File: config.mk
export PLATFORM = sky130hd
export DESIGN_NAME = haar_stage_evaluator_flat
export DESIGN_NICKNAME = d
export VERILOG_FILES = /design/src/rtl/haar_stage_evaluator_pkg.sv /design/src/rtl/haar_stage_evaluator_if.sv /design/src/rtl/haar_stage_evaluator_accumulator.sv /design/src/rtl/haar_stage_evaluator.sv /design/src/flat_wrapper.sv
export SDC_FILE = /design/constraint.sdc
export NUM_CORES = 1
export LEC_CHECK = 0
export BUFFER_PORTS_ARGS = -buffer_cell sky130_fd_sc_hd__buf_2
export CORE_UTILIZATION = 30
export DETAILED_ROUTE_END_ITERATION = 8
export GPL_TIMING_DRIVEN = 0
export PLACE_DENSITY = 0.46
export SLEW_MARGIN = 20
export SYNTH_ARGS = -nofsm -noshare
export SYNTH_HDL_FRONTEND = slang
export SYNTH_SLANG_ARGS = --single-unit
File: constraint.sdc
create_clock -name clk -period 2.65 [get_ports clk]
set_input_delay 0.265 -clock clk [delete_from_list [all_inputs] [get_ports clk]]
set_output_delay 0.265 -clock clk [all_outputs]
set_load 0.01 [all_outputs]
File: src/rtl/haar_stage_evaluator_pkg.sv
// Shared definitions for the Haar cascade stage evaluator: FSM states,
// stage-memory word layout and default datapath widths.
package haar_stage_evaluator_pkg;

  typedef enum logic [3:0] {
    ST_IDLE,
    ST_RD_CNT_REQ,
    ST_RD_CNT,
    ST_RD_THR_REQ,
    ST_RD_THR,
    ST_FEAT_REQ,
    ST_FEAT_WAIT,
    ST_COMPARE,
    ST_SKIP,
    ST_DONE
  } state_t;

  // Per-stage word layout in the stage memory
  localparam int unsigned WORD_FEATURE_COUNT = 0;
  localparam int unsigned WORD_THRESHOLD     = 1;
  localparam int unsigned WORDS_PER_STAGE    = 2;

  // Feature count is an 8-bit unsigned field of the count word
  localparam int unsigned COUNT_WIDTH = 8;

  localparam int unsigned DEFAULT_DATA_WIDTH = 16;
  localparam int unsigned DEFAULT_ACC_WIDTH  = 24;

endpackage

File: src/rtl/haar_stage_evaluator_if.sv
// Stage-memory read bus and feature-evaluator handshake.
// master = stage evaluator side, slave = memory / feature evaluator side.
interface haar_stage_evaluator_if #(
  parameter int DATA_WIDTH = 16
);
  logic                  o_ren_database;
  logic                  o_ren_index;
  logic [DATA_WIDTH-1:0] i_db_data;
  logic                  o_feature_req;
  logic                  i_feature_valid;
  logic [DATA_WIDTH-1:0] i_feature_value;

  modport master (
    output o_ren_database,
    output o_ren_index,
    input  i_db_data,
    output o_feature_req,
    input  i_feature_valid,
    input  i_feature_value
  );

  modport slave (
    input  o_ren_database,
    input  o_ren_index,
    output i_db_data,
    input  o_feature_req,
    output i_feature_valid,
    output i_feature_value
  );
endinterface

File: src/rtl/haar_stage_evaluator_accumulator.sv
// Signed feature accumulator with clear and threshold comparison.
// pass is combinational: acc >= sign-extended threshold.
module haar_stage_accumulator #(
  parameter int DATA_WIDTH = 16,
  parameter int ACC_WIDTH  = 24
) (
  input  logic                  clk,
  input  logic                  reset,
  input  logic                  clear,
  input  logic                  add_en,
  input  logic [DATA_WIDTH-1:0] value,
  input  logic [DATA_WIDTH-1:0] threshold,
  output logic                  pass
);

  logic [ACC_WIDTH-1:0] acc;
  logic [ACC_WIDTH-1:0] value_ext;
  logic [ACC_WIDTH-1:0] threshold_ext;

  // Sign-extend feature value and threshold to the accumulator width
  always_comb begin
    value_ext     = {{(ACC_WIDTH-DATA_WIDTH){value[DATA_WIDTH-1]}}, value};
    threshold_ext = {{(ACC_WIDTH-DATA_WIDTH){threshold[DATA_WIDTH-1]}}, threshold};
    pass          = $signed(acc) >= $signed(threshold_ext);
  end

  // Accumulator register; clear wins over add, no saturation
  always_ff @(posedge clk or posedge reset) begin
    if (reset) begin
      acc <= '0;
    end else if (clear) begin
      acc <= '0;
    end else if (add_en) begin
      acc <= acc + value_ext;
    end
  end

endmodule

File: src/rtl/haar_stage_evaluator.sv
// Haar cascade stage evaluator: walks all stages for one window, reading
// count/threshold per stage, accumulating feature results and early-rejecting
// on the first failing stage. A reject skips the remaining stage-memory words
// so the memory address counter is back at word 0 for the next window.
module haar_stage_evaluator
  import haar_stage_evaluator_pkg::*;
#(
  parameter int NUM_STAGES      = 10,
  parameter int DATA_WIDTH      = 16,
  parameter int ACC_WIDTH       = 24,
  parameter int STAGE_IDX_WIDTH = 5
) (
  input  logic                       clk,
  input  logic                       reset,
  input  logic                       i_start,
  haar_stage_evaluator_if.master     bus,
  output logic                       o_busy,
  output logic                       o_done,
  output logic                       o_face_detected,
  output logic [STAGE_IDX_WIDTH-1:0] o_stage_index
);

  localparam int unsigned TOTAL_WORDS = NUM_STAGES * WORDS_PER_STAGE;
  localparam int unsigned WCNT_WIDTH  = $clog2(TOTAL_WORDS + 1);

  state_t state, state_nx;

  logic [WCNT_WIDTH-1:0]      word_cnt;
  logic [COUNT_WIDTH-1:0]     feat_remaining;
  logic [DATA_WIDTH-1:0]      threshold;
  logic [STAGE_IDX_WIDTH-1:0] stage_idx;
  logic                       face;

  logic ren_database;
  logic ren_index;
  logic feature_req;
  logic acc_clear;
  logic acc_add;
  logic acc_pass;
  logic last_feature;
  logic last_stage;

  assign last_feature = (feat_remaining == COUNT_WIDTH'(1));
  assign last_stage   = (stage_idx == STAGE_IDX_WIDTH'(NUM_STAGES - 1));

  haar_stage_accumulator #(
    .DATA_WIDTH (DATA_WIDTH),
    .ACC_WIDTH  (ACC_WIDTH)
  ) u_acc (
    .clk       (clk),
    .reset     (reset),
    .clear     (acc_clear),
    .add_en    (acc_add),
    .value     (bus.i_feature_value),
    .threshold (threshold),
    .pass      (acc_pass)
  );

  // Next-state and strobe decode
  always_comb begin
    state_nx     = state;
    ren_database = 1'b0;
    ren_index    = 1'b0;
    feature_req  = 1'b0;
    acc_clear    = 1'b0;
    acc_add      = 1'b0;
    case (state)
      ST_IDLE: begin
        if (i_start) state_nx = ST_RD_CNT_REQ;
      end
      ST_RD_CNT_REQ: begin
        ren_database = 1'b1;
        state_nx     = ST_RD_CNT;
      end
      ST_RD_CNT: begin
        ren_index = 1'b1;
        state_nx  = ST_RD_THR_REQ;
      end
      ST_RD_THR_REQ: begin
        ren_database = 1'b1;
        state_nx     = ST_RD_THR;
      end
      ST_RD_THR: begin
        ren_index = 1'b1;
        acc_clear = 1'b1;
        state_nx  = (feat_remaining == '0) ? ST_COMPARE : ST_FEAT_REQ;
      end
      ST_FEAT_REQ: begin
        feature_req = 1'b1;
        state_nx    = ST_FEAT_WAIT;
      end
      ST_FEAT_WAIT: begin
        if (bus.i_feature_valid) begin
          acc_add  = 1'b1;
          state_nx = last_feature ? ST_COMPARE : ST_FEAT_REQ;
        end
      end
      ST_COMPARE: begin
        if (acc_pass) state_nx = last_stage ? ST_DONE : ST_RD_CNT_REQ;
        else          state_nx = ST_SKIP;
      end
      ST_SKIP: begin
        // A reject on the last stage has already consumed every word,
        // so SKIP may legitimately issue no advance at all.
        if (word_cnt == WCNT_WIDTH'(TOTAL_WORDS)) begin
          state_nx = ST_DONE;
        end else begin
          ren_index = 1'b1;
          if (word_cnt == WCNT_WIDTH'(TOTAL_WORDS - 1)) state_nx = ST_DONE;
        end
      end
      ST_DONE: begin
        state_nx = ST_IDLE;
      end
      default: begin
        state_nx = ST_IDLE;
      end
    endcase
  end

  // State register and per-window datapath registers
  always_ff @(posedge clk or posedge reset) begin
    if (reset) begin
      state          <= ST_IDLE;
      word_cnt       <= '0;
      feat_remaining <= '0;
      threshold      <= '0;
      stage_idx      <= '0;
      face           <= 1'b0;
    end else begin
      state <= state_nx;
      case (state)
        ST_IDLE: begin
          if (i_start) begin
            face      <= 1'b0;
            stage_idx <= '0;
            word_cnt  <= '0;
          end
        end
        ST_RD_CNT: begin
          feat_remaining <= bus.i_db_data[COUNT_WIDTH-1:0];
        end
        ST_RD_THR: begin
          threshold <= bus.i_db_data;
        end
        ST_FEAT_WAIT: begin
          if (bus.i_feature_valid) feat_remaining <= feat_remaining - COUNT_WIDTH'(1);
        end
        ST_COMPARE: begin
          if (acc_pass) begin
            if (last_stage) face      <= 1'b1;
            else            stage_idx <= stage_idx + STAGE_IDX_WIDTH'(1);
          end else begin
            face <= 1'b0;
          end
        end
        default: ;
      endcase
      if (ren_index) word_cnt <= word_cnt + WCNT_WIDTH'(1);
    end
  end

  assign bus.o_ren_database = ren_database;
  assign bus.o_ren_index    = ren_index;
  assign bus.o_feature_req  = feature_req;
  assign o_busy             = (state != ST_IDLE) && (state != ST_DONE);
  assign o_done             = (state == ST_DONE);
  assign o_face_detected    = face;
  assign o_stage_index      = stage_idx;

endmodule

File: src/flat_wrapper.sv
// flat-port wrapper written by rule: the top's interface ports become plain ports
module haar_stage_evaluator_flat import haar_stage_evaluator_pkg::*;
#(
  parameter int NUM_STAGES      = 10,
  parameter int DATA_WIDTH      = 16,
  parameter int ACC_WIDTH       = 24,
  parameter int STAGE_IDX_WIDTH = 5
)
  (clk, reset, i_start, o_busy, o_done, o_face_detected, o_stage_index, bus_o_ren_database, bus_o_ren_index, bus_i_db_data, bus_o_feature_req, bus_i_feature_valid, bus_i_feature_value);
  haar_stage_evaluator_if #(.DATA_WIDTH(DATA_WIDTH)) bus_i ();
  input  logic clk;
  input  logic reset;
  input  logic i_start;
  output logic o_busy;
  output logic o_done;
  output logic o_face_detected;
  output logic [STAGE_IDX_WIDTH-1:0] o_stage_index;
  output wire logic [$bits(bus_i.o_ren_database)-1:0] bus_o_ren_database;
  output wire logic [$bits(bus_i.o_ren_index)-1:0] bus_o_ren_index;
  input wire logic [$bits(bus_i.i_db_data)-1:0] bus_i_db_data;
  output wire logic [$bits(bus_i.o_feature_req)-1:0] bus_o_feature_req;
  input wire logic [$bits(bus_i.i_feature_valid)-1:0] bus_i_feature_valid;
  input wire logic [$bits(bus_i.i_feature_value)-1:0] bus_i_feature_value;
  assign bus_o_ren_database = bus_i.o_ren_database;
  assign bus_o_ren_index = bus_i.o_ren_index;
  assign bus_i.i_db_data = bus_i_db_data;
  assign bus_o_feature_req = bus_i.o_feature_req;
  assign bus_i.i_feature_valid = bus_i_feature_valid;
  assign bus_i.i_feature_value = bus_i_feature_value;
  haar_stage_evaluator #(.NUM_STAGES(NUM_STAGES), .DATA_WIDTH(DATA_WIDTH), .ACC_WIDTH(ACC_WIDTH), .STAGE_IDX_WIDTH(STAGE_IDX_WIDTH)) u_core (.clk(clk), .reset(reset), .i_start(i_start), .bus(bus_i), .o_busy(o_busy), .o_done(o_done), .o_face_detected(o_face_detected), .o_stage_index(o_stage_index));
endmodule
==> results.py, run 1 <==
metrics = {
    "status": {
        "status": "finished with violations",
        "violations": "DRC, setup timing",
    },
    "global_route": {
        "grt_pass1_vias": 3856,
        "grt_pass1_wl_um": 19800,
        "grt_overflow": 0,
        "grt_max_degree": 52,
        "antenna_found_initial": 0,
        "track_usage_pct": 16.1,
    },
    "critical_path": {
        "criticalPathCategory": "reg -> reg",
        "crit_chain": "buf_4 > fa_2 > a21oi_2 > o21bai_1 > a21oi_2 > and3b_2 > o211ai_1 > a31o_2 > o311ai_4 > a211oi_2 > a21oi_1",
        "r2r_slack_ns": -0.03,
        "slowest_stage": "dfrtp_2",
        "startpoint": "u_core.u_acc.acc[1]",
        "critPathLaunchType": "flop",
        "reg2reg_depth": 11,
        "crit_arrival_ns": 2.94,
        "cp_common_cell": "a21oi_2",
        "worstPathMaxFanout": 4,
        "cp.required_ns": 2.91,
        "slowest_delay_ns": 0.45,
        "r2r_start": "u_core.u_acc.acc[1]",
        "endpoint": "u_core.u_acc.acc[22]",
        "worst_r2r_endpoint": "u_core.u_acc.acc[22]",
        "end_kind": "flop",
    },
    "timing": {
        "setup-tns-final_ns": -0.0836,
        "setup_viol": 4,
        "clock.fmax_mhz": 373,
        "min_period_ns": 2.68,
        "maxSlewViolCount": 0,
        "timing.hold.ws_ns": 0.160,
        "finClkSkew_ns": 0.00767,
        "fin_ws_ns": -0.0289,
        "worst_pin_slew_ns": 0.749,
        "layout_worst_path_cycle_share_pct": 101,
        "slew_headroom_pct": 49.6,
        "grt_setup_unrepaired": "yes",
        "hold_violations": 0,
    },
    "placement": {
        "dp.cells": 733,
        "port_buffers": 46,
        "hpwl_um": 8690,
        "globalplace.congestion": 0.790,
        "place_ws_ns": -0.284,
    },
    "power": {
        "combPwrFrac_pct": 53.1,
        "power.total_uw": 6500,
        "power_density_nw_per_um2": 1150,
        "clkPwrFrac_pct": 20.0,
        "swShare_pct": 41.8,
        "p_leak_uw": 0.00271,
        "p_seq_share_pct": 26.9,
        "switchingPower_uw": 2720,
        "vdd.ir_drop.worst_uv": 329,
        "internal_power_uw": 3780,
    },
    "die": {
        "dieHeight_um": 125,
        "num_rows": 44,
        "initial_utilization_pct": 31.0,
        "fp.dieArea_um2": 15700,
        "io_pins": 47,
        "core-area_um2": 14700,
        "die_w_um": 125,
    },
    "synthesis": {
        "synth.yosys.seq_area_share_pct": 34.6,
        "syn_avg_cell_area_um2": 9.09,
        "ys_warn_count": 0,
        "synth_largest_area_cell": "dfrtp_1",
        "synth_edf_count": 0,
        "synth_cell_types": 59,
        "synth_seq_cells": 63,
        "synthCells": 502,
        "async_flop_share_pct": 100,
        "synth_area_um2": 4560,
        "ys.flop_type": "dfrtp_1",
        "syn-num-nets": 592,
        "synth_top_area_share_pct": 34.6,
        "yosys-top-cells-area": "dfrtp_1 (35%), ha_1 (15%), o21ai_0 (4.6%), nand3_1 (4.1%), mux2_2 (3.9%)",
    },
    "finish": {
        "antenna_cells": 0,
        "nets": 663,
        "instances_no_fill": 762,
        "syn_to_final_growth_pct": 23.9,
        "drive_above_1_share_pct": 22.3,
        "mostFrequentLayoutCells": "dfrtp_1 (62), buf_2 (47), ha_1 (46), o21ai_0 (39)",
        "final_common_cell": "dfrtp_1",
    },
    "clock_tree": {
        "clk_pin_slew_ns": 0.06,
        "cts.sinks": 63,
        "clockBufferDepth": 2,
        "insertion_delay_ns": 0.34,
        "numCtsBuffers": 9,
        "cts-root-buf": "clkbuf_16",
        "htree_num_levels": 3,
        "cts_tree": "built",
    },
    "route": {
        "first_pass_iters": 9,
        "via_per_inst": 5.10,
        "route.detailed.drc": 3,
        "totalWireLength_um": 11900,
        "num_vias": 3888,
        "wl_per_cell_um": 15.6,
        "first_iter_violations": 173,
        "antenna_left": 0,
    },
    "min_path": {
        "min_from": "bus_i_db_data[12]",
        "hold_path_class": "in -> reg",
    },
    "flow_run": {
        "maxCapViolations": 0,
    },
}
sequential cells by signal (all words and copies together), names as in the netlist:
register / flops
u_core.o_face_detected: 1
u_core.threshold: 16
u_core.u_acc.acc: 24
u_core.o_stage_index: 5
u_core.word_cnt: 5
u_core.state: 4
u_core.feat_remaining: 8
cell usage after synthesis (all sizes together) (5+ instances only):
cell type  count
nand3         38
o21ai         45
xnor2         17
mux2          16
nand2         36
o21bai         6
clkbuf        14
nor2          26
nand4          7
nor3b          5
a21o          19
xor2           6
or3            5
ha            53
inv           33
nor3           5
a31oi          6
dfrtp         63
nand2b         6
a21oi         36
worst min path at each step:
stage / to / slack (ns) / cells past startpoint
floorplan: u_core.state[1] / 0.38 / 1
global placement: u_core.u_acc.acc[23] / 0.48 / 1
finish: u_core.threshold[12] / 0.16 / 2
detailed placement: u_core.o_stage_index[2] / 0.20 / 2
CTS: u_core.threshold[8] / 0.15 / 2
global route: u_core.threshold[14] / 0.17 / 2
worst max-delay path, delay by kind of cell, from the launching register on:
kind	cells	cell delay, ns
and+or+nand+nor	1	0.25
adders and majority gates	1	0.38
buffers and inverters	1	0.16
DFF	1	0.45
AOI/OAI and AO/OA	8	1.36
metal layers:
layer | up-vias | share of wire [%] | routed length, um | GRT usage [%]
met5 | - | 0 | 0 | 0
met4 | 0 | 1.5 | 176 | 6.53
met3 | 13 | 2.7 | 322 | 2.82
met2 | 54 | 46 | 5410 | 25.3
met1 | 1862 | 50 | 5960 | 21.8
li1 | 1959 | - | - | -
through the flow:
step / util, % / area, um2
2_1_floorplan: - / 4560
3_3_place_gp: 34.2 / 5020
3_5_place_dp: 34.4 / 5050
4_1_cts: 37.8 / 5560
5_1_grt: 38.4 / 5650
6_report: 38.4 / 5650
power by group through the flow:
stage	logic, uW	registers, uW	clock network [uW]
finish	3450	1750	1300
CTS	3360	1740	1350
floorplan	2440	1630	0
global placement	3050	1730	0
global route	3900	1810	1380
detailed placement	3110	1740	0
cells by family after synthesis:
family / count (synthesis) / synth area share, %
buf+inv: 51 / 4.22
flops: 63 / 34.6
compound gates: 140 / 19.9
fa+ha+maj: 54 / 15.0
xor+xnor: 23 / 4.42
mux: 20 / 4.83
simple gates: 151 / 17.1
area by class of cell:
cell class	count	area [um2]
Clock buffer	11	243
Multi-Input combinational cell	388	2960
Buffer	18	70.1
Sequential cell	63	1580
Timing Repair Buffer	60	358
Clock inverter	5	81.3
Inverter	33	129
Tap cell	184	230
Fill cell	1457	9050
repair_timing:
| item | in CTS | in global routing |
|---|---|---|
| hold buffers | 1 | 0 |
| endpoints found under the setup margin | 13 | 14 |
| resized for setup | 19 | 13 |
| setup buffers | 7 | 5 |
| pin swaps | 14 | 13 |
| hold endpoints to repair | 12 | 0 |
(Power assumes the default switching activity.)
==> run 2, diff against run 1 <==
--- a/config.mk
+++ b/config.mk
@@ -9,7 +9,7 @@
 export CORE_UTILIZATION = 30
 export DETAILED_ROUTE_END_ITERATION = 8
 export GPL_TIMING_DRIVEN = 0
-export PLACE_DENSITY = 0.46
+export PLACE_DENSITY = 0.44
 export SLEW_MARGIN = 20
 export SYNTH_ARGS = -nofsm -noshare
 export SYNTH_HDL_FRONTEND = slang
==> constraint.sdc (replaced) <==
create_clock -name clk -period 3.4 [get_ports clk]
set_input_delay 0.34 -clock clk [delete_from_list [all_inputs] [get_ports clk]]
set_output_delay 0.34 -clock clk [all_outputs]
set_load 0.01 [all_outputs]
==> run 2 against run 1 <==
Net effect:
- the run now ends clean
- highest routed layer unchanged
- flip-flop and latch count unchanged
- final cell count down 1.7%
- clock skew down 0.0013 ns
- routed wire length down 3.0%
- global-route usage down 0.23 points
- clock power down 26%
- maximum frequency down 8.6%
- setup slack better by 0.50 ns
- largest power group unchanged
- cell area down 5.3%
- register-to-register slack better by 0.50 ns
- sequential share of layout area up 1.5 points
- sequential power down 23%
- largest cell class unchanged
==> results.py, run 2 (synthesis gave the netlist of run 1 again) <==
metrics = {
    "finish": {
        "reg_top3": "u_core.u_acc.acc x24, u_core.threshold x16, u_core.feat_remaining x8",
        "final_common_cell": "dfrtp_1",
        "nets": 650,
        "syn_to_final_growth_pct": 17.4,
        "drive_above_1_share_pct": 16.8,
        "mostFrequentLayoutCells": "dfrtp_1 (63), ha_1 (53), buf_2 (47), o21ai_0 (42), nand3_1 (37)",
        "antenna_cells": 0,
        "largest_reg_flops": 24,
        "utilization_pct": 36.4,
        "regMostFlops": "u_core.u_acc.acc",
        "fillerInstances": 1475,
    },
    "critical_path": {
        "worst_r2r_endpoint": "u_core.u_acc.acc[22]",
        "crit_chain": "ha_1 > fa_1 > a21oi_1 > o21bai_1 > a21oi_2 > and3b_1 > o211ai_1 > a31o_2 > o311ai_2 > a211oi_1 > a21oi_1",
        "slowest_stage": "dfrtp_1",
        "cp.required_ns": 3.66,
        "slowest_delay_ns": 0.41,
        "r2r_start": "u_core.u_acc.acc[0]",
        "end_kind": "flop",
        "crit_arrival_ns": 3.19,
        "cp_common_cell": "a21oi_1",
        "r2r_slack_ns": 0.47,
        "endpoint": "u_core.u_acc.acc[22]",
        "reg2reg_depth": 11,
        "critPathLaunchType": "flop",
        "worstPathMaxFanout": 3,
        "criticalPathCategory": "reg -> reg",
        "startpoint": "u_core.u_acc.acc[0]",
    },
    "global_route": {
        "grt_pass1_wl_um": 19400,
        "grt_overflow": 0,
        "track_usage_pct": 15.8,
        "grt_pass1_vias": 3790,
        "antenna_found_initial": 0,
        "grt_max_degree": 38,
    },
    "flow_run": {
        "maxCapViolations": 0,
    },
    "timing": {
        "setup-tns-final_ns": 0,
        "timing.hold.ws_ns": 0.00949,
        "fin_ws_ns": 0.469,
        "worst_pin_slew_ns": 0.791,
        "finClkSkew_ns": 0.00640,
        "hold_violations": 0,
        "layout_worst_path_cycle_share_pct": 86.2,
        "min_period_ns": 2.93,
        "maxSlewViolCount": 0,
        "grt_setup_unrepaired": "no",
        "slew_headroom_pct": 46.7,
        "setup_viol": 0,
        "clock.fmax_mhz": 341,
    },
    "clock_tree": {
        "htree_num_levels": 3,
        "postCtsSetupBuffers": 0,
        "cts-root-buf": "clkbuf_16",
        "clockBufferDepth": 2,
        "numCtsBuffers": 9,
        "cts_tree": "built",
        "cts.sinks": 63,
        "clk_pin_slew_ns": 0.06,
        "insertion_delay_ns": 0.34,
        "cts_hold_buf": 0,
        "post_cts_resized": 0,
    },
    "route": {
        "via_per_inst": 5.06,
        "wl_per_cell_um": 15.4,
        "first_iter_violations": 151,
        "totalWireLength_um": 11500,
        "first_pass_iters": 6,
        "route.detailed.drc": 0,
        "num_vias": 3788,
        "antenna_left": 0,
    },
    "status": {
        "status": "finished clean",
    },
    "power": {
        "power.total_uw": 4730,
        "power_density_nw_per_um2": 883,
        "p_leak_uw": 0.00263,
        "vdd.ir_drop.worst_uv": 317,
    },
    "placement": {
        "globalplace.congestion": 0.801,
        "hpwl_um": 8670,
        "place_ws_ns": 0.444,
        "port_buffers": 46,
    },
    "die": {
        "fp.dieArea_um2": 15700,
        "core-area_um2": 14700,
        "initial_utilization_pct": 31.0,
        "dieHeight_um": 125,
        "io_pins": 47,
        "num_rows": 44,
        "die_w_um": 125,
    },
    "min_path": {
        "hold_path_class": "in -> async",
    },
}
==> run 2: cell count changes in the layout (fill, tap and decap cells not counted), moves of 3 or more <==
cell,change
ha_4,-6
buf_4,-12
ha_1,+7
o21ai_0,+3
o21ai_1,-3
==> run 2: power breakdown <==
| part | total (uW) | leakage [uW] | internal (uW) | switching, uW |
|---|---|---|---|---|
| Combinational | 2420 | 0.00166 | 1060 | 1360 |
| Clock | 963 | 0.000152 | 606 | 357 |
| Sequential | 1340 | 0.000811 | 1070 | 273 |
| Total | 4730 | 0.00263 | 2730 | 1990 |
==> run 2: worst max-delay path, delay by kind of cell, from the launching register on <==
family / cells / cell delay (ns)
AOI/OAI and AO/OA: 8 / 1.53
and+or+nand+nor: 1 / 0.28
DFF: 1 / 0.41
adders and majority gates: 2 / 0.64
==> run 2: per-layer routing <==
metal | wire length [um] | share of wire [%] | vias to the layer above | track usage (%)
met5 | 0 | 0 | - | 0
met4 | 209 | 1.8 | 0 | 6.74
met3 | 292 | 2.5 | 14 | 2.61
met2 | 5100 | 44 | 45 | 24.4
met1 | 5920 | 51 | 1785 | 21.9
li1 | - | - | 1944 | -
==> run 2: worst min path at each step <==
stage / from / end / slack [ns] / cells past startpoint
floorplan: bus_i_feature_valid / u_core.state[1] / 0.45 / 1
global placement: u_core.u_acc.acc[23] / u_core.u_acc.acc[23] / 0.48 / 1
detailed placement: reset / u_core.u_acc.acc[16] / 0.38 / 2
CTS: reset / u_core.u_acc.acc[16] / 0.02 / 2
global route: reset / u_core.u_acc.acc[16] / 0.04 / 2
finish: reset / u_core.u_acc.acc[16] / 0.009 / 2
==> run 2: area by class of cell <==
cell class	count	area (um2)	area share, %
Multi-Input combinational cell	388	2790	52.2
Timing Repair Buffer	47	250	4.67
Buffer	18	68.8	1.29
Sequential cell	63	1580	29.4
Clock buffer	11	253	4.72
Inverter	33	126	2.36
Clock inverter	5	56.3	1.05
Tap cell	184	230	4.30
==> run 2: metrics by stage <==
| stage | instance area [um2] | std cells |
|---|---|---|
| global placement | 5020 | 732 |
| global route | 5350 | 749 |
| CTS | 5350 | 749 |
| finish | 5350 | 749 |
| detailed placement | 5040 | 733 |
| floorplan | 4560 | 502 |
